[src/rtl/accumulator_alu.sv]
// 4-bit accumulator, carry/link flag and ALU for the 4004 datapath.
// Results and the XCH write-back are registered; acc_zero is combinational.
module accumulator_alu (
    input  logic       clk,
    input  logic       reset_n,
    input  logic [3:0] B,
    input  logic [3:0] alu_op,
    input  logic       alu_enable,
    input  logic       acc_load,
    input  logic [3:0] data_bus,
    output logic [3:0] acc,
    output logic       carry,
    output logic       acc_zero,
    output logic [3:0] wb_data,
    output logic       wb_valid
);

    localparam logic [3:0] OP_NOP = 4'h0;
    localparam logic [3:0] OP_ADD = 4'h1;
    localparam logic [3:0] OP_SUB = 4'h2;
    localparam logic [3:0] OP_LD  = 4'h3;
    localparam logic [3:0] OP_XCH = 4'h4;
    localparam logic [3:0] OP_CLB = 4'h5;
    localparam logic [3:0] OP_CLC = 4'h6;
    localparam logic [3:0] OP_IAC = 4'h7;
    localparam logic [3:0] OP_CMC = 4'h8;
    localparam logic [3:0] OP_CMA = 4'h9;
    localparam logic [3:0] OP_RAL = 4'hA;
    localparam logic [3:0] OP_RAR = 4'hB;
    localparam logic [3:0] OP_TCC = 4'hC;
    localparam logic [3:0] OP_DAC = 4'hD;
    localparam logic [3:0] OP_STC = 4'hE;
    localparam logic [3:0] OP_DAA = 4'hF;

    logic [3:0] acc_nxt;
    logic       carry_nxt;
    logic [4:0] sum;
    logic       xch_accept;

    always_comb begin
        acc_nxt   = acc;
        carry_nxt = carry;
        sum       = 5'd0;
        unique case (alu_op)
            OP_NOP: ;
            OP_ADD: begin
                sum       = {1'b0, acc} + {1'b0, B} + {4'd0, carry};
                acc_nxt   = sum[3:0];
                carry_nxt = sum[4];
            end
            // Carry acts as an inverted borrow: it is complemented on the way in.
            OP_SUB: begin
                sum       = {1'b0, acc} + {1'b0, ~B} + {4'd0, ~carry};
                acc_nxt   = sum[3:0];
                carry_nxt = sum[4];
            end
            OP_LD:  acc_nxt = B;
            OP_XCH: acc_nxt = B;
            OP_CLB: begin
                acc_nxt   = 4'd0;
                carry_nxt = 1'b0;
            end
            OP_CLC: carry_nxt = 1'b0;
            OP_IAC: begin
                sum       = {1'b0, acc} + 5'd1;
                acc_nxt   = sum[3:0];
                carry_nxt = sum[4];
            end
            OP_CMC: carry_nxt = ~carry;
            OP_CMA: acc_nxt = ~acc;
            OP_RAL: begin
                acc_nxt   = {acc[2:0], carry};
                carry_nxt = acc[3];
            end
            OP_RAR: begin
                acc_nxt   = {carry, acc[3:1]};
                carry_nxt = acc[0];
            end
            OP_TCC: begin
                acc_nxt   = {3'b000, carry};
                carry_nxt = 1'b0;
            end
            OP_DAC: begin
                sum       = {1'b0, acc} + 5'h0F;
                acc_nxt   = sum[3:0];
                carry_nxt = sum[4];
            end
            OP_STC: carry_nxt = 1'b1;
            // DAA only ever sets carry; it never clears an existing one.
            OP_DAA: begin
                if ((acc > 4'd9) || carry) begin
                    sum     = {1'b0, acc} + 5'd6;
                    acc_nxt = sum[3:0];
                    if (sum[4]) begin
                        carry_nxt = 1'b1;
                    end
                end
            end
            default: ;
        endcase
    end

    assign xch_accept = alu_enable && !acc_load && (alu_op == OP_XCH);

    always_ff @(posedge clk) begin
        if (!reset_n) begin
            acc      <= 4'd0;
            carry    <= 1'b0;
            wb_data  <= 4'd0;
            wb_valid <= 1'b0;
        end else begin
            wb_valid <= xch_accept;
            if (xch_accept) begin
                wb_data <= acc;
            end
            // An immediate load wins over any op presented on the same edge.
            if (acc_load) begin
                acc <= data_bus;
            end else if (alu_enable) begin
                acc   <= acc_nxt;
                carry <= carry_nxt;
            end
        end
    end

    assign acc_zero = (acc == 4'd0);

endmodule
[config.mk]
export PLATFORM = sky130hd
export DESIGN_NAME = accumulator_alu
export DESIGN_NICKNAME = d
export VERILOG_FILES = /design/src/rtl/accumulator_alu.sv
export SDC_FILE = /design/constraint.sdc
export NUM_CORES = 1
export LEC_CHECK = 0
export CORE_MARGIN = 2
export CORE_UTILIZATION = 35
export DETAILED_ROUTE_END_ITERATION = 10
export SYNTH_ARGS = -nofsm -noshare
export SYNTH_HDL_FRONTEND = slang
export SYNTH_SLANG_ARGS = --single-unit
[constraint.sdc]
create_clock -name clk -period 5.07 [get_ports clk]
set_input_delay 1.014 -clock clk [delete_from_list [all_inputs] [get_ports clk]]
set_output_delay 1.014 -clock clk [all_outputs]
set_load 0.005 [all_outputs]
### After elaboration in Yosys (flattened, before gate mapping)

Index checks and enable logic that the tools add are counted.

| storage, ports and cells | value |
|---|---|
| register bits after elaboration | 10 |
| bits in latches | 0 |
| RAM bits | 0 |
| memory bits (read-only) | 0 |
| bits of input ports | 16 |
| output and inout bits | 11 |
| memories | 0 |

| cells by class | value |
|---|---|
| add/subtract/negate cells | 7 |
| multipliers | 0 |
| divide/modulo/power cells | 0 |
| magnitude comparators | 1 |
| eq/ne operators | 18 |
| shift operators | 0 |
| multiplexer cells | 7 |
| bitwise logic cells | 4 |
| reduce and logical (&&, ||, !) cells | 12 |

Operators with widths:

| cell | count |
|---|---|
| case mux 4 bit (11 select lines) | 1 |
| == test 4 bit, second input constant | 8 |
| == test 4 x 3 -> 1 bit, second input constant | 4 |
| 2-to-1 mux 4 bit | 3 |
| nonzero test 12 bit | 1 |
| adder 4 x 4 -> 5 bit | 2 |
| adder 5 x 1 -> 5 bit | 2 |
| case mux 1 bit (10 select lines) | 1 |
| nonzero test 10 bit | 1 |
| == test 4 x 2 -> 1 bit, second input constant | 2 |
| NOT 4 bit | 2 |
| adder 4 x 1 -> 5 bit, second input constant | 1 |
| adder 4 x 3 -> 5 bit, second input constant | 1 |
| adder 4 x 4 -> 5 bit, second input constant | 1 |
| AND reduction 5 bit | 1 |
| == test 4 x 1 -> 1 bit, second input constant | 1 |
| greater-than comparator 4 bit, second input constant | 1 |
| zero test 4 bit | 1 |
| inequality test 2 bit, second input constant | 2 |
| inequality test 3 bit, second input constant | 1 |
| AND reduction 3 bit | 1 |
| OR reduction 3 bit | 1 |
| logical AND 1 bit | 2 |
| 2-to-1 mux 1 bit | 2 |
| other kinds (5) | 6 |

### Depth between registers and ports, before layout

Gate-level depths: netlist of the first run.

| depth | value |
|---|---|
| depth after elaboration | 6 |
| gate-level depth with buffers | 10 |
| gate-level depth less buffers | 10 |

### Worst setup path after synthesis of the first run

No wires, ideal clock.

| path | value |
|---|---|
| path type | input-to-reg |
| start point | in B[0] |
| end point | reg carry |
| setup time | 0.121 ns |
| arrival time | 2.425 ns |
| data required time | 4.949 ns |
| setup slack | 2.524 ns |
| stages on the path | 10 |
| path buffers | 0 |
| path through | inv_1 fa_1 inv_1 fa_1 nor2b_1 o311ai_0 a2bb2oi_1 a21oi_1 mux2i_1 nor2_1 |

| between the ends | value |
|---|---|
| word-level cells in the longest chain between the ends | 4 |

Ends and longest elaborated chain:

| item | line | source |
|---|---|---|
| start: declaration | 6 | `input logic [3:0] B,` |
| NOT 4 bit | 53 | `sum = {1'b0, acc} + {1'b0, ~B} + {4'd0, ~carry};` |
| adder 4 x 4 -> 5 bit | 53 |  |
| adder 5 x 1 -> 5 bit | 53 |  |
| case mux 1 bit (10 select lines) * | 44 | `unique case (alu_op)` |
| end signal: assignment | 121 | `carry <= carry_nxt;` |
| end: declaration | 12 | `output logic carry,` |

Every way passes the cells marked *; elsewhere a longest branch is shown, timed or not.
A chain may end at the register's enable or synchronous reset.

### Final worst setup path of the first run

| path | value |
|---|---|
| start point | in alu_op[1] |
| end point | reg acc[3] |

| between the ends | value |
|---|---|
| word-level cells in the longest chain between the ends | 5 |

Ends and longest elaborated chain:

| item | line | source |
|---|---|---|
| start: declaration | 7 | `input logic [3:0] alu_op,` |
| == test 4 x 3 -> 1 bit / == test 4 x 2 -> 1 bit (equally long branches) | 44 |  |
| OR reduction 2 bit (no line) | -- |  |
| case mux 4 bit (11 select lines) | 44 |  |
| 2-to-1 mux 4 bit | 119 | `end else if (alu_enable) begin` |
| 2-to-1 mux 4 bit | 117 | `if (acc_load) begin` |
| end signal: assignment | 118 | `acc <= data_bus;` |
| end signal: assignment | 120 | `acc <= acc_nxt;` |
| end: declaration | 11 | `output logic [3:0] acc,` |

Several ways; a longest one is shown, not always the timed one. The select of a mux whose other input is x is not followed.

==> flow_metrics.tcl, run 1 <==
set metrics [dict create \
    r2r_setup_slack_ns 2.70 \
    cts-root-buf "clkbuf_8" \
    fmax_ghz 0.3175 \
    cap_viol_max_count 0 \
    worstReg2RegStart "acc[1]" \
    cts_sinks 10 \
    syn2layout_area_growth_pct 19.29 \
    drt-initial-drc-count 210 \
    row_count 23 \
    grt_pass1_vias 1391 \
    wl_met2_mm 1.788 \
    fill_cells 437 \
    synth_flop_cell "dfxtp_1" \
    numCtsBuffers 3 \
    hpwl_mm 3.106 \
    crit_type "input pin to flop" \
    cts_tree "yes" \
    cp-startpoint "alu_op[1]" \
    critical_path_arrival_ns 3.27 \
    reg2regPathDepth 8 \
    rsz0062_at_grt "no" \
    drtPass1Iterations 4 \
    hold_buffers 0 \
    period_minus_slack_ns 3.150 \
    htree_levels 1 \
    path_clk_slew_ns 0.05 \
    synthArstFlopShare 0 \
    yosysSeqAreaShare 0.1325 \
    grt_pass1_wl_mm 6.927 \
    n_antenna_cell 0 \
    core_area_um2 4086 \
    vias 1464 \
    crit_fanout 25 \
    gp_congestion 0.8500 \
    synthCells 195 \
    wl_met1_mm 2.084 \
    outcome "finished, final reports clean" \
    vias_per_cell 5.609 \
    io_pins 27 \
    drtAntennaViolNets 0 \
    synth_seq_cells 10 \
    worst_setup_path_start_kind "input pin" \
    synth_warnings 0 \
    end_kind "flop" \
    port_buffers 26 \
    antenna_found_initial 0 \
    routed.top_layer "met4" \
    synth.distinct_cells 60 \
    hold_violations 0 \
    wl_per_cell_um 15.78 \
    drive_gt1_frac 0.07109 \
    ir_drop_mv 0.1224 \
    powerDensity_nw_per_um2 191.7 \
    grt_max_degree 27 \
    leakagePower_nw 0.7287 \
    cts_resized 0 \
    r2r-end "acc[2]" \
    postLayoutCellArea_um2 1803 \
    die_y_um 69.72 \
    wirelength_mm 4.118 \
    fin_setup_tns_ns 0 \
    tightestPinTransition_ns 0.9411 \
    cp-endpoint "acc[3]" \
    relSlewSlack 0.3706 \
    die_area_um2 4860 \
    drcViolationCount 0 \
    place_area_um2 1748 \
    grt.total_usage 0.1766 \
    critPathRequiredTime_ns 5.19 \
    fin_worst_skew_ns 0.001165 \
    cts_setup_buffers 0 \
    synth_nets 228 \
    avgSynthCellArea_um2 7.751 \
    drv_slew 0 \
    layout.nets 245 \
    synthesis.area_um2 1511 \
    grt-ovfl-total 0 \
    start_util 0.3699 \
    clock_path_buffers 2 \
    min_path_type "flop to flop" \
    fin_crit_sh 0.6213 \
    die_w_um 69.72 \
    setup_viol 0 \
    clock_latency_ns 0.24 \
    routed-wl-met3_um 182 \
    synth-edff-count 0 \
]
==> layout by cell type (no fill, tap or decap), drive strengths merged, types with 5 or more instances in the layout <==
cell,netlist,final
nor2,16,16
nand2,17,17
dfxtp,10,10
ha,13,13
nor3,5,5
o21ai,12,12
nor2b,7,7
inv,14,14
a21oi,12,12
nand2b,5,5
clkdlybuf4s50,0,26
==> per-stage QoR <==
step                      setup WS, ns  power, mW  hold WS [ns]  utilization  instances
after floorplan                  2.524     0.1967        0.4786            -        195
after global placement           1.676     0.2446        0.4734       0.4277        257
after detailed placement         1.692     0.2446        0.4786       0.4277        257
after CTS                        1.938     0.3469        0.4904       0.4412        261
after global routing             1.668     0.3711        0.5130       0.4412        261
final                            1.920     0.3456        0.4850       0.4412        261
==> how the worst min path moves through the flow <==
stage                          start    endpoint  depth (start not counted)
after detailed placement  wb_data[2]  wb_data[2]                          2
final                     wb_data[2]  wb_data[2]                          2
after floorplan           wb_data[0]  wb_data[0]                          2
after CTS                 wb_data[2]  wb_data[2]                          2
after global placement    wb_data[0]  wb_data[0]                          2
after global routing      wb_data[2]  wb_data[2]                          2
==> state kept, by name, summed over array words and instances, names as in the netlist <==
signal,count
acc,4
carry,1
wb_data,4
wb_valid,1
==> cell usage after synthesis, types with 4 or more instances <==
cell	count	area [µm²]
xnor2_1	4	35.03
fa_1	4	80.08
nand2b_1	4	25.02
nor2b_1	5	31.28
inv_1	13	48.80
o211ai_1	4	30.03
xor2_1	4	35.03
a21oi_1	12	60.06
nor3_1	4	20.02
nand2_1	17	63.81
ha_1	13	162.7
buf_2	9	45.04
nor2_1	15	56.30
o21ai_0	10	50.05
dfxtp_1	10	200.2
mux2i_1	4	40.04
==> where the power goes <==
group	total [mW]	switching, mW	internal, mW	leakage [nW]
Clock	0.102	0.0337	0.0685	0.0288
Sequential	0.0969	0.0144	0.0825	0.0816
Combinational	0.146	0.0768	0.0697	0.618
Total	0.346	0.125	0.221	0.729
==> critical path, stage by stage <==
cell             delay, ns
clkdlybuf4s50_1       1.03
nand2b_4              0.32
a2bb2oi_2             0.14
nor3_1                0.06
a221o_1               0.33
nor4_2                0.27
o22ai_1               0.10
==> cell type report <==
type                    instances  area (µm²)  area share
well taps                      50       62.56     0.03470
inverters                      14       52.55     0.02915
flip-flops and latches         10       200.2      0.1110
clock buffers                   4       55.05     0.03053
multi-input cells             157        1172      0.6502
repair buffers                 26       260.3      0.1443
==> kinds of logic (layout without fill, tap and decap cells) <==
| logic type | count (synthesis) | count (layout) | share of synthesized area |
|---|---|---|---|
| compound gates | 62 | 62 | 0.2864 |
| fa+ha+maj | 17 | 17 | 0.1606 |
| flops | 10 | 10 | 0.1324 |
| mux | 5 | 5 | 0.03642 |
| simple gates | 65 | 65 | 0.2459 |
| xor+xnor | 8 | 8 | 0.04635 |
| buf+inv | 28 | 44 | 0.09188 |
==> routing by layer <==
metal	up-vias	track usage
met4	0	0.05556
met2	47	0.2628
li1	741	-
met1	669	0.2656
met5	-	0
met3	7	0.01744
Note: power is estimated with default switching activity, not from simulation.
==> run 2, diff against run 1 <==
clock period = 2.9 ns   (was 5.07 ns; I/O delays follow)
==> run 2 against run 1 <==
  * Sequential share of layout area down 0.56 points
  * Global-route usage down 1.2 points
  * Via count up 1.4%
  * First-iteration DRC count down 26%
  * Final cell count up 4.2%
  * Critical endpoint is now carry
  * Largest cell class unchanged
==> flow_metrics.tcl, run 2 (synthesized netlist as in run 1, its figures left out) <==
set metrics [dict create \
    outcome "finished, final reports clean" \
    syn2layout_area_growth_pct 25.58 \
    layout_common_cells "clkdlybuf4s50_1, nand2_1, nor2_1" \
    vias_per_cell 5.456 \
    fin_setup_tns_ns 0 \
    drtAntennaViolNets 0 \
    numCtsBuffers 3 \
    swShare 0.3555 \
    crit_type "input pin to flop" \
    drv_slew 0 \
    fmax_ghz 0.3993 \
    place_inst 268 \
    p_comb_frac 0.453 \
    rsz0062_at_grt "no" \
    htree_levels 1 \
    cts_setup_buffers 0 \
    end_kind "flop" \
    net-switching-power_uw 219.4 \
    hold_violations 0 \
    crit_fanout 2 \
    ir_drop_mv 0.2730 \
    grt-ovfl-total 0 \
    io_pins 27 \
    grt_pass1_wl_mm 6.686 \
    wl_per_cell_um 14.99 \
    clock_path_buffers 2 \
    layout.nets 256 \
    clock_latency_ns 0.24 \
    drt-initial-drc-count 156 \
    cap_viol_max_count 0 \
    die_w_um 69.72 \
    cts-root-buf "clkbuf_8" \
    vias 1484 \
    drcViolationCount 0 \
    powerDensity_nw_per_um2 325.1 \
    clockPowerShare 0.289 \
    n_antenna_cell 0 \
    final_cells 272 \
    die_y_um 69.72 \
    worstReg2RegStart "acc[2]" \
    final_core_util 0.4645 \
    wirelength_mm 4.077 \
    pwr-share-seq 0.258 \
    fin_worst_skew_ns 0.004407 \
    relSlewSlack 0.5922 \
    setup_viol 0 \
    cts_resized 0 \
    grt_max_degree 21 \
    drive_gt1_frac 0.1171 \
    min_path_type "flop to flop" \
    fin_crit_sh 0.8637 \
    cp-startpoint "B[0]" \
    gp_congestion 0.8695 \
    critPathRequiredTime_ns 3.02 \
    leakagePower_nw 0.7870 \
    intPower_uw 397.8 \
    path_clk_slew_ns 0.05 \
    cts_sinks 10 \
    hpwl_mm 3.157 \
    start_util 0.3699 \
    cts_tree "yes" \
    worstHoldStart "wb_data[0]" \
    core_area_um2 4086 \
    layout_commonest_cell "clkdlybuf4s50_1" \
    drtPass1Iterations 4 \
    period_minus_slack_ns 2.505 \
    hold_buffers 0 \
    grt_pass1_vias 1340 \
    tightestPinTransition_ns 0.6109 \
    grt.total_usage 0.1646 \
    critical_path_arrival_ns 2.63 \
    worst_setup_path_start_kind "input pin" \
    die_area_um2 4860 \
    antenna_found_initial 0 \
    reg.largest.list "acc (4), wb_data (4)" \
    port_buffers 26 \
    setup_ws_ns 0.3953 \
    pre_cts_ws_ns 0.1300 \
    row_count 23 \
]
-- run 2: power by group through the flow --
stage          Clock (mW)  Combinational, mW  Sequential (mW)
6_report            0.178              0.280            0.159
5_1_grt             0.186              0.307            0.161
4_1_cts             0.181              0.278            0.159
3_5_place_dp            0              0.276            0.162
3_3_place_gp            0              0.278            0.162
2_1_floorplan           0              0.186            0.158
-- run 2: final cells by class --
cell class | count | area (µm²)
Clock buffer | 4 | 55.05
Fill cell | 404 | 2188
Timing Repair Buffer | 37 | 355.3
Sequential cell | 10 | 200.2
Inverter | 14 | 52.55
Tap cell | 50 | 62.56
Multi-Input combinational cell | 157 | 1172
-- run 2: final timing paths --
check,to,slack [ns],cells after the start
hold / removal,wb_data[0],0.49,2
hold reg to reg,wb_data[0],0.49,2
setup reg to reg,acc[3],0.67,8
setup / recovery,carry,0.40,11
-- run 2: per-stage QoR --
step           instance area (µm²)  power (mW)  hold WS, ns
6_report                      1898      0.6171       0.4883
4_1_cts                       1898      0.6180       0.4926
5_1_grt                       1898      0.6540       0.5189
2_1_floorplan                 1511      0.3439       0.4786
3_3_place_gp                  1843      0.4407       0.4724
3_5_place_dp                  1843      0.4382       0.4810
-- run 2: critical path, cell delays in order --
cell             delay, ns
clkdlybuf4s50_1       0.48
inv_1                 0.06
fa_1                  0.46
inv_1                 0.09
fa_1                  0.17
nor2b_1               0.05
o311ai_0              0.27
a2bb2oi_1             0.20
a21oi_1               0.08
mux2i_1               0.13
nor2_1                0.05
-- run 2: per-layer routing --
metal,vias to the layer above,routed length (µm),global-route usage
li1,763,-,-
met1,683,2086,0.2463
met2,36,1823,0.2543
met3,2,152,0.01308
met4,0,14,0.04060
met5,-,0,0
